File: src/rtl/windowed_regfile_pkg.sv
// -----------------------------------------------------------------------------
// windowed_regfile_pkg
// Shared constants and types for the windowed register file:
//   - default data width, logical index width and window count
//   - window-operation encoding plus a decoder that applies the control
//     priority (set wins; inc and dec together cancel out)
// -----------------------------------------------------------------------------
package windowed_regfile_pkg;

    localparam int DATA_W_DEF = 16;
    localparam int ADDR_W_DEF = 2;
    localparam int N_WIN_DEF  = 8;

    typedef enum logic [1:0] {
        WIN_HOLD = 2'd0,
        WIN_INC  = 2'd1,
        WIN_DEC  = 2'd2,
        WIN_SET  = 2'd3
    } win_op_e;

    function automatic win_op_e decode_win_op(input logic set,
                                              input logic inc,
                                              input logic dec);
        if (set)             return WIN_SET;
        else if (inc && !dec) return WIN_INC;
        else if (dec && !inc) return WIN_DEC;
        else                 return WIN_HOLD;
    endfunction

endpackage

File: src/rtl/windowed_regfile_window_ptr.sv
// -----------------------------------------------------------------------------
// window_ptr
// Owns the current window pointer and the sticky overflow/underflow flags.
// Ports:
//   clk, rst_n     clock, asynchronous active-low reset
//   win_inc_i      advance window (call); saturates at N_WIN-1 and flags ovf
//   win_dec_i      retreat window (return); saturates at 0 and flags unf
//   win_set_i      load pointer from win_sel_i (out-of-range sets ovf)
//   win_sel_i      target window for win_set_i
//   clr_flags_i    clear sticky flags (a same-edge set still wins)
//   cwp_o          current window pointer
//   ovf_o, unf_o   sticky overflow / underflow flags
// -----------------------------------------------------------------------------
module window_ptr
    import windowed_regfile_pkg::*;
#(
    parameter int N_WIN = N_WIN_DEF
) (
    input  logic                     clk,
    input  logic                     rst_n,
    input  logic                     win_inc_i,
    input  logic                     win_dec_i,
    input  logic                     win_set_i,
    input  logic [$clog2(N_WIN)-1:0] win_sel_i,
    input  logic                     clr_flags_i,
    output logic [$clog2(N_WIN)-1:0] cwp_o,
    output logic                     ovf_o,
    output logic                     unf_o
);

    localparam int                PTR_W    = $clog2(N_WIN);
    localparam logic [PTR_W-1:0]  LAST_WIN = PTR_W'(N_WIN - 1);
    // One extra bit so an out-of-range win_sel is detectable for any N_WIN.
    localparam logic [PTR_W:0]    N_WIN_L  = (PTR_W + 1)'(N_WIN);

    win_op_e          op;
    logic [PTR_W-1:0] cwp_q, cwp_d;
    logic             ovf_q, ovf_d;
    logic             unf_q, unf_d;
    logic             ovf_set, unf_set;

    assign op = decode_win_op(win_set_i, win_inc_i, win_dec_i);

    always_comb begin
        // NOTE: every signal driven here gets a default first so no path leaves it unassigned (no latches).
        cwp_d   = cwp_q;
        ovf_set = 1'b0;
        unf_set = 1'b0;
        case (op)
            WIN_SET: begin
                if ({1'b0, win_sel_i} >= N_WIN_L) ovf_set = 1'b1;
                else                              cwp_d   = win_sel_i;
            end
            WIN_INC: begin
                if (cwp_q == LAST_WIN) ovf_set = 1'b1;
                else                   cwp_d   = cwp_q + 1'b1;
            end
            WIN_DEC: begin
                if (cwp_q == '0) unf_set = 1'b1;
                else             cwp_d   = cwp_q - 1'b1;
            end
            default: ;
        endcase
        // A new event on the same edge as a clear keeps the flag set.
        ovf_d = ovf_set | (ovf_q & ~clr_flags_i);
        unf_d = unf_set | (unf_q & ~clr_flags_i);
    end

    always_ff @(posedge clk or negedge rst_n) begin
        if (!rst_n) begin
            cwp_q <= '0;
            ovf_q <= 1'b0;
            unf_q <= 1'b0;
        end else begin
            cwp_q <= cwp_d;
            ovf_q <= ovf_d;
            unf_q <= unf_d;
        end
    end

    assign cwp_o = cwp_q;
    assign ovf_o = ovf_q;
    assign unf_o = unf_q;

endmodule

File: src/rtl/windowed_regfile.sv
// -----------------------------------------------------------------------------
// windowed_regfile
// Register file split into N_WIN windows of 2**ADDR_W registers each. Reads
// and writes use logical indices relative to the current window pointer.
// Ports:
//   clk, rst            clock, asynchronous active-low reset (clears storage)
//   in1, in2            read port logical indices
//   out1, out2          combinational read data, with same-cycle write bypass
//   wrR, data           write logical index and data
//   sig_write           write enable (targets the pre-edge window)
//   win_inc, win_dec    call / return window moves
//   win_set, win_sel    direct window load
//   clr_flags           clear sticky ovf/unf
//   cwp, ovf, unf       window pointer and sticky flags
// -----------------------------------------------------------------------------
module windowed_regfile
    import windowed_regfile_pkg::*;
#(
    parameter int DATA_W = DATA_W_DEF,
    parameter int ADDR_W = ADDR_W_DEF,
    parameter int N_WIN  = N_WIN_DEF
) (
    input  logic                     clk,
    input  logic                     rst,
    input  logic [ADDR_W-1:0]        in1,
    input  logic [ADDR_W-1:0]        in2,
    input  logic [ADDR_W-1:0]        wrR,
    input  logic [DATA_W-1:0]        data,
    input  logic                     sig_write,
    input  logic                     win_inc,
    input  logic                     win_dec,
    input  logic                     win_set,
    input  logic [$clog2(N_WIN)-1:0] win_sel,
    input  logic                     clr_flags,
    output logic [DATA_W-1:0]        out1,
    output logic [DATA_W-1:0]        out2,
    output logic [$clog2(N_WIN)-1:0] cwp,
    output logic                     ovf,
    output logic                     unf
);

    localparam int PTR_W = $clog2(N_WIN);
    localparam int DEPTH = N_WIN << ADDR_W;

    logic [DATA_W-1:0] mem_q [DEPTH];
    logic              wr_en;

    window_ptr #(.N_WIN(N_WIN)) u_window_ptr (
        .clk        (clk),
        .rst_n      (rst),
        .win_inc_i  (win_inc),
        .win_dec_i  (win_dec),
        .win_set_i  (win_set),
        .win_sel_i  (win_sel),
        .clr_flags_i(clr_flags),
        .cwp_o      (cwp),
        .ovf_o      (ovf),
        .unf_o      (unf)
    );

    // While reset is held no write is pending, so the bypass is gated too.
    assign wr_en = sig_write & rst;

    // {cwp, index} equals cwp*2**ADDR_W + index; the write uses the pre-edge cwp.
    always_ff @(posedge clk or negedge rst) begin
        if (!rst) begin
            // NOTE: storage must read 0 straight out of reset, so every word is cleared here, not just the control state.
            for (int i = 0; i < DEPTH; i++) mem_q[i] <= '0;
        end else if (wr_en) begin
            mem_q[{cwp, wrR}] <= data;
        end
    end

    always_comb begin
        out1 = mem_q[{cwp, in1}];
        out2 = mem_q[{cwp, in2}];
        if (wr_en && (in1 == wrR)) out1 = data;
        if (wr_en && (in2 == wrR)) out2 = data;
    end

endmodule
File: config.mk
export PLATFORM = sky130hd
export DESIGN_NAME = windowed_regfile
export DESIGN_NICKNAME = d
export VERILOG_FILES = /design/src/rtl/windowed_regfile_pkg.sv /design/src/rtl/windowed_regfile_window_ptr.sv /design/src/rtl/windowed_regfile.sv
export SDC_FILE = /design/constraint.sdc
export NUM_CORES = 1
export LEC_CHECK = 0
export BUFFER_PORTS_ARGS = -buffer_cell sky130_fd_sc_hd__buf_2
export CAP_MARGIN = 20
export CORE_MARGIN = 2
export CORE_UTILIZATION = 40
export DETAILED_ROUTE_END_ITERATION = 6
export GPL_ROUTABILITY_DRIVEN = 0
export GPL_TIMING_DRIVEN = 0
export SETUP_SLACK_MARGIN = 0.5
export SYNTH_ARGS = -nofsm -noshare
export SYNTH_HDL_FRONTEND = slang
export SYNTH_SLANG_ARGS = --single-unit
File: constraint.sdc
create_clock -name clk -period 2.81 [get_ports clk]
set_input_delay 0.562 -clock clk [delete_from_list [all_inputs] [get_ports clk]]
set_output_delay 0.562 -clock clk [all_outputs]
set_load 0.1 [all_outputs]
==> results.md <==
- Top_reg_cell synth: dfrtp_1
- # rows: 97
- Worst min path class: input port to async pin
- Headroom to the max-slew limit: 0.151
- Port bufs: 63
- Setup ws final: -0.679 ns
- Final nets: 2262
- First-pass GRT wire length: 164000 um
- Worst path cell trace: buf_8, or4_4, clkbuf_16, o22ai_4, a311oi_4, a31oi_4, buf_12
- Power Dens Cells: 1100 nW/um2
- Total power: 39.6 mW
- Sequential-to-total area share from yosys stat: 0.460
- Initial antenna violation count: 1
- Commonest cells after routing, fill and taps aside: 528 x mux2_2, 514 x dfrtp_1, 188 x mux4_2
- GR Util met3: 0.106
- DRT antenna net count: 0
- Mapped Cells: 1997
- Status: finished with violations
- DP Wirelength: 80800 um
- Worst EP required: 2.25 ns
- Core area: 69800 um2
- TritonCTS clock tree: yes
- Worst Skew: 0.0206 ns
- Post-synthesis cell type count: 58
- Largest stage delay, worst path: 0.58 ns
- Synthesis-stage register bit count: 517
- DR vias: 21300
- Average size of a mapped cell: 14.1 um2
- Busiest grt layer: met2
- Worst-Margin Slew: 1.27 ns
- Critical path class: flip-flop to output pin
- Met2 Use GR: 0.459
- Clk_lat worst skew: 0.63 ns
- Bufs on Longest Clock Path: 3
- RSZ-0062 raised after global routing: yes
- Area growth syn-to-layout: 28.0%
- Fin. Hold Viols: 0
- Vert. Die Dim: 269 um
- Placed standard-cell area: 30800 um2
- # setup viols final: 32
- Initial core utilization: 0.403
- Non-Filler Instances: 3209
- CTS Hold Bufs: 0
- Tcrit/Tclk final: 1.24
- Clock-pin slew on the worst setup and hold paths: 0.06 ns
- Commonest non-fill, non-tap cell in the layout: mux2_2
- Worst Path Arrival: 2.93 ns
- WL per Instance: 36.8 um
- Chip width: 269 um
- Post-synthesis async set-or-reset flop share: 1.00
- Placed Cells: 3007
- Synthesized area: 28100 um2
- Max FO, Critical Path: 8
- VDD IR max: 0.769 mV
- CTS Sinks: 517
- I/O pins: 69
- Layout cell share with drive strength beyond 1: 0.585
- GR Overflow Total: 0
- Via-to-Cell Ratio: 6.62
- Failing checks: negative setup slack
- Maxcap violations: 0
- Post-route design area: 36000 um2
- Die ar.: 72500 um2
- P_leak: 15.7 nW
- Residual DRC: 0
- Fillers: 5697
- Slew Limit Fails: 0
- Min Clock Period, post-route: 3.49 ns
- Met1 Usage GRT: 0.434
- Syn nets: 2033
- Vias in the first global route: 21000
- H-tree levels: 2
- 1st-iter DRT viols: 2677
- CP Capture Type: output pin
- CP max-delay cell: or4_4
- Number of synthesized flops with an enable pin: 0
- Synth Warn #: 0
- Fmax: 287 MHz
- Root Driver: clkbuf_16
- Ant. Diodes: 0
- Largest net degree at the start of global routing: 104
- Final wirelength: 118000 um
- Worst setup SP type: flip-flop
- Setup TNS: -18.79 ns
- Pre-Repair DR Iteration Count: 7
- TritonCTS Buffers: 56
- Gr usage total: 0.320
through the flow:
stage,util,setup WS (ns),hold slack [ns]
after global routing,0.516,-0.695,0.0237
after detailed placement,0.441,-1.65,0.514
after global placement,0.439,-12.74,0.500
after CTS,0.508,-0.652,0.0202
final,0.516,-0.679,0.0261
after floorplan,-,-0.119,0.266
report_power, final:
group	internal, mW	total [mW]	leakage, nW	switching [mW]
clock	4.52	7.74	0.941	3.22
sequential	10.5	12.9	6.84	2.43
combinational	8.78	19.0	7.89	10.2
total	23.8	39.6	15.7	15.8
metal layers:
layer	routed length, um	vias to the layer above
li1	-	8158
met1	46200	11200
met2	50500	1490
met3	14500	358
met4	6920	2
met5	97	-
cell type report:
| class | instances | area [um2] | area share |
|---|---|---|---|
| Clock inverter | 20 | 231 | 0.00643 |
| Clock buffer | 81 | 1660 | 0.0460 |
| Inverter | 10 | 46.3 | 0.00129 |
| Timing Repair Buffer | 171 | 2110 | 0.0587 |
| Sequential cell | 517 | 12900 | 0.360 |
| Multi-Input combinational cell | 1284 | 15900 | 0.441 |
| Tap cell | 940 | 1180 | 0.0327 |
| Buffer | 186 | 1950 | 0.0542 |
cells by family (layout without fill, tap and decap cells):
family,Yosys count,after routing,share of synthesized area
buffers and inverters,196,468,0.0335
AOI/OAI and AO/OA,211,211,0.0534
xor gates and xnor gates,5,5,0.00156
DFF,517,517,0.460
muxes,852,852,0.413
adders and majority gates,4,4,0.00205
and+or+nand+nor,212,212,0.0370
sequential cells by signal, summed over array words and instances, names as in the netlist:
name and count:
mem_q 512, u_window_ptr.ovf_o 1, u_window_ptr.unf_o 1, u_window_ptr.cwp_o 3
final timing paths:
path,from,to,slack (ns),cells after the start
max in group asynchronous,rst,mem_q[92]$_DFFE_PN0P_,1.21,5
hold / removal,rst,mem_q[505]$_DFFE_PN0P_,0.03,3
min in group clk,clr_flags,u_window_ptr.ovf_o$_DFF_PN0_,0.14,2
hold reg to reg,mem_q[369]$_DFFE_PN0P_,mem_q[369]$_DFFE_PN0P_,0.53,1
setup / recovery,u_window_ptr.cwp_o[2]$_DFFE_PN0P_,out2[5],-0.68,7
setup reg to reg,u_window_ptr.cwp_o[1]$_DFFE_PN0P_,u_window_ptr.cwp_o[2]$_DFFE_PN0P_,0.31,9
worst max-delay path, delay by kind of cell (launching register included):
family,cells,cell delay [ns]
AOI/OAI and AO/OA,3,0.60
and+or+nand+nor,1,0.58
DFF,1,0.53
buffers and inverters,3,0.58
repair_timing:
item,CTS,global route
cloned,11,2
setup buffers,57,31
resized for setup,465,66
pin swaps,61,35
setup endpoints to repair,546,297
synth_stat cells (all sizes together), types with 3 or more instances:
cell,n,share of area
xnor2,3,0.00093
buf,105,0.021
inv,10,0.0013
and3,5,0.0011
dfrtp,517,0.46
o221ai,8,0.0025
o211ai,13,0.0035
and3b,3,0.00093
nor2b,9,0.0020
mux2,531,0.21
o22ai,31,0.0069
nor2,67,0.010
ha,3,0.0013
mux2i,130,0.046
a311oi,8,0.0025
a22oi,43,0.011
nor3,14,0.0027
a221oi,14,0.0044
mux4,191,0.15
or4,6,0.0016
o22a,15,0.0047
a21oi,31,0.0055
nand3,15,0.0028
o21a,4,0.0011
nand2,74,0.010
a31oi,13,0.0029
a211oi,9,0.0024
a22o,5,0.0016
nand4b,3,0.00093
o21ai,9,0.0016
or3,3,0.00067
clkbuf,81,0.011
Note: power is estimated with default switching activity, not from simulation.
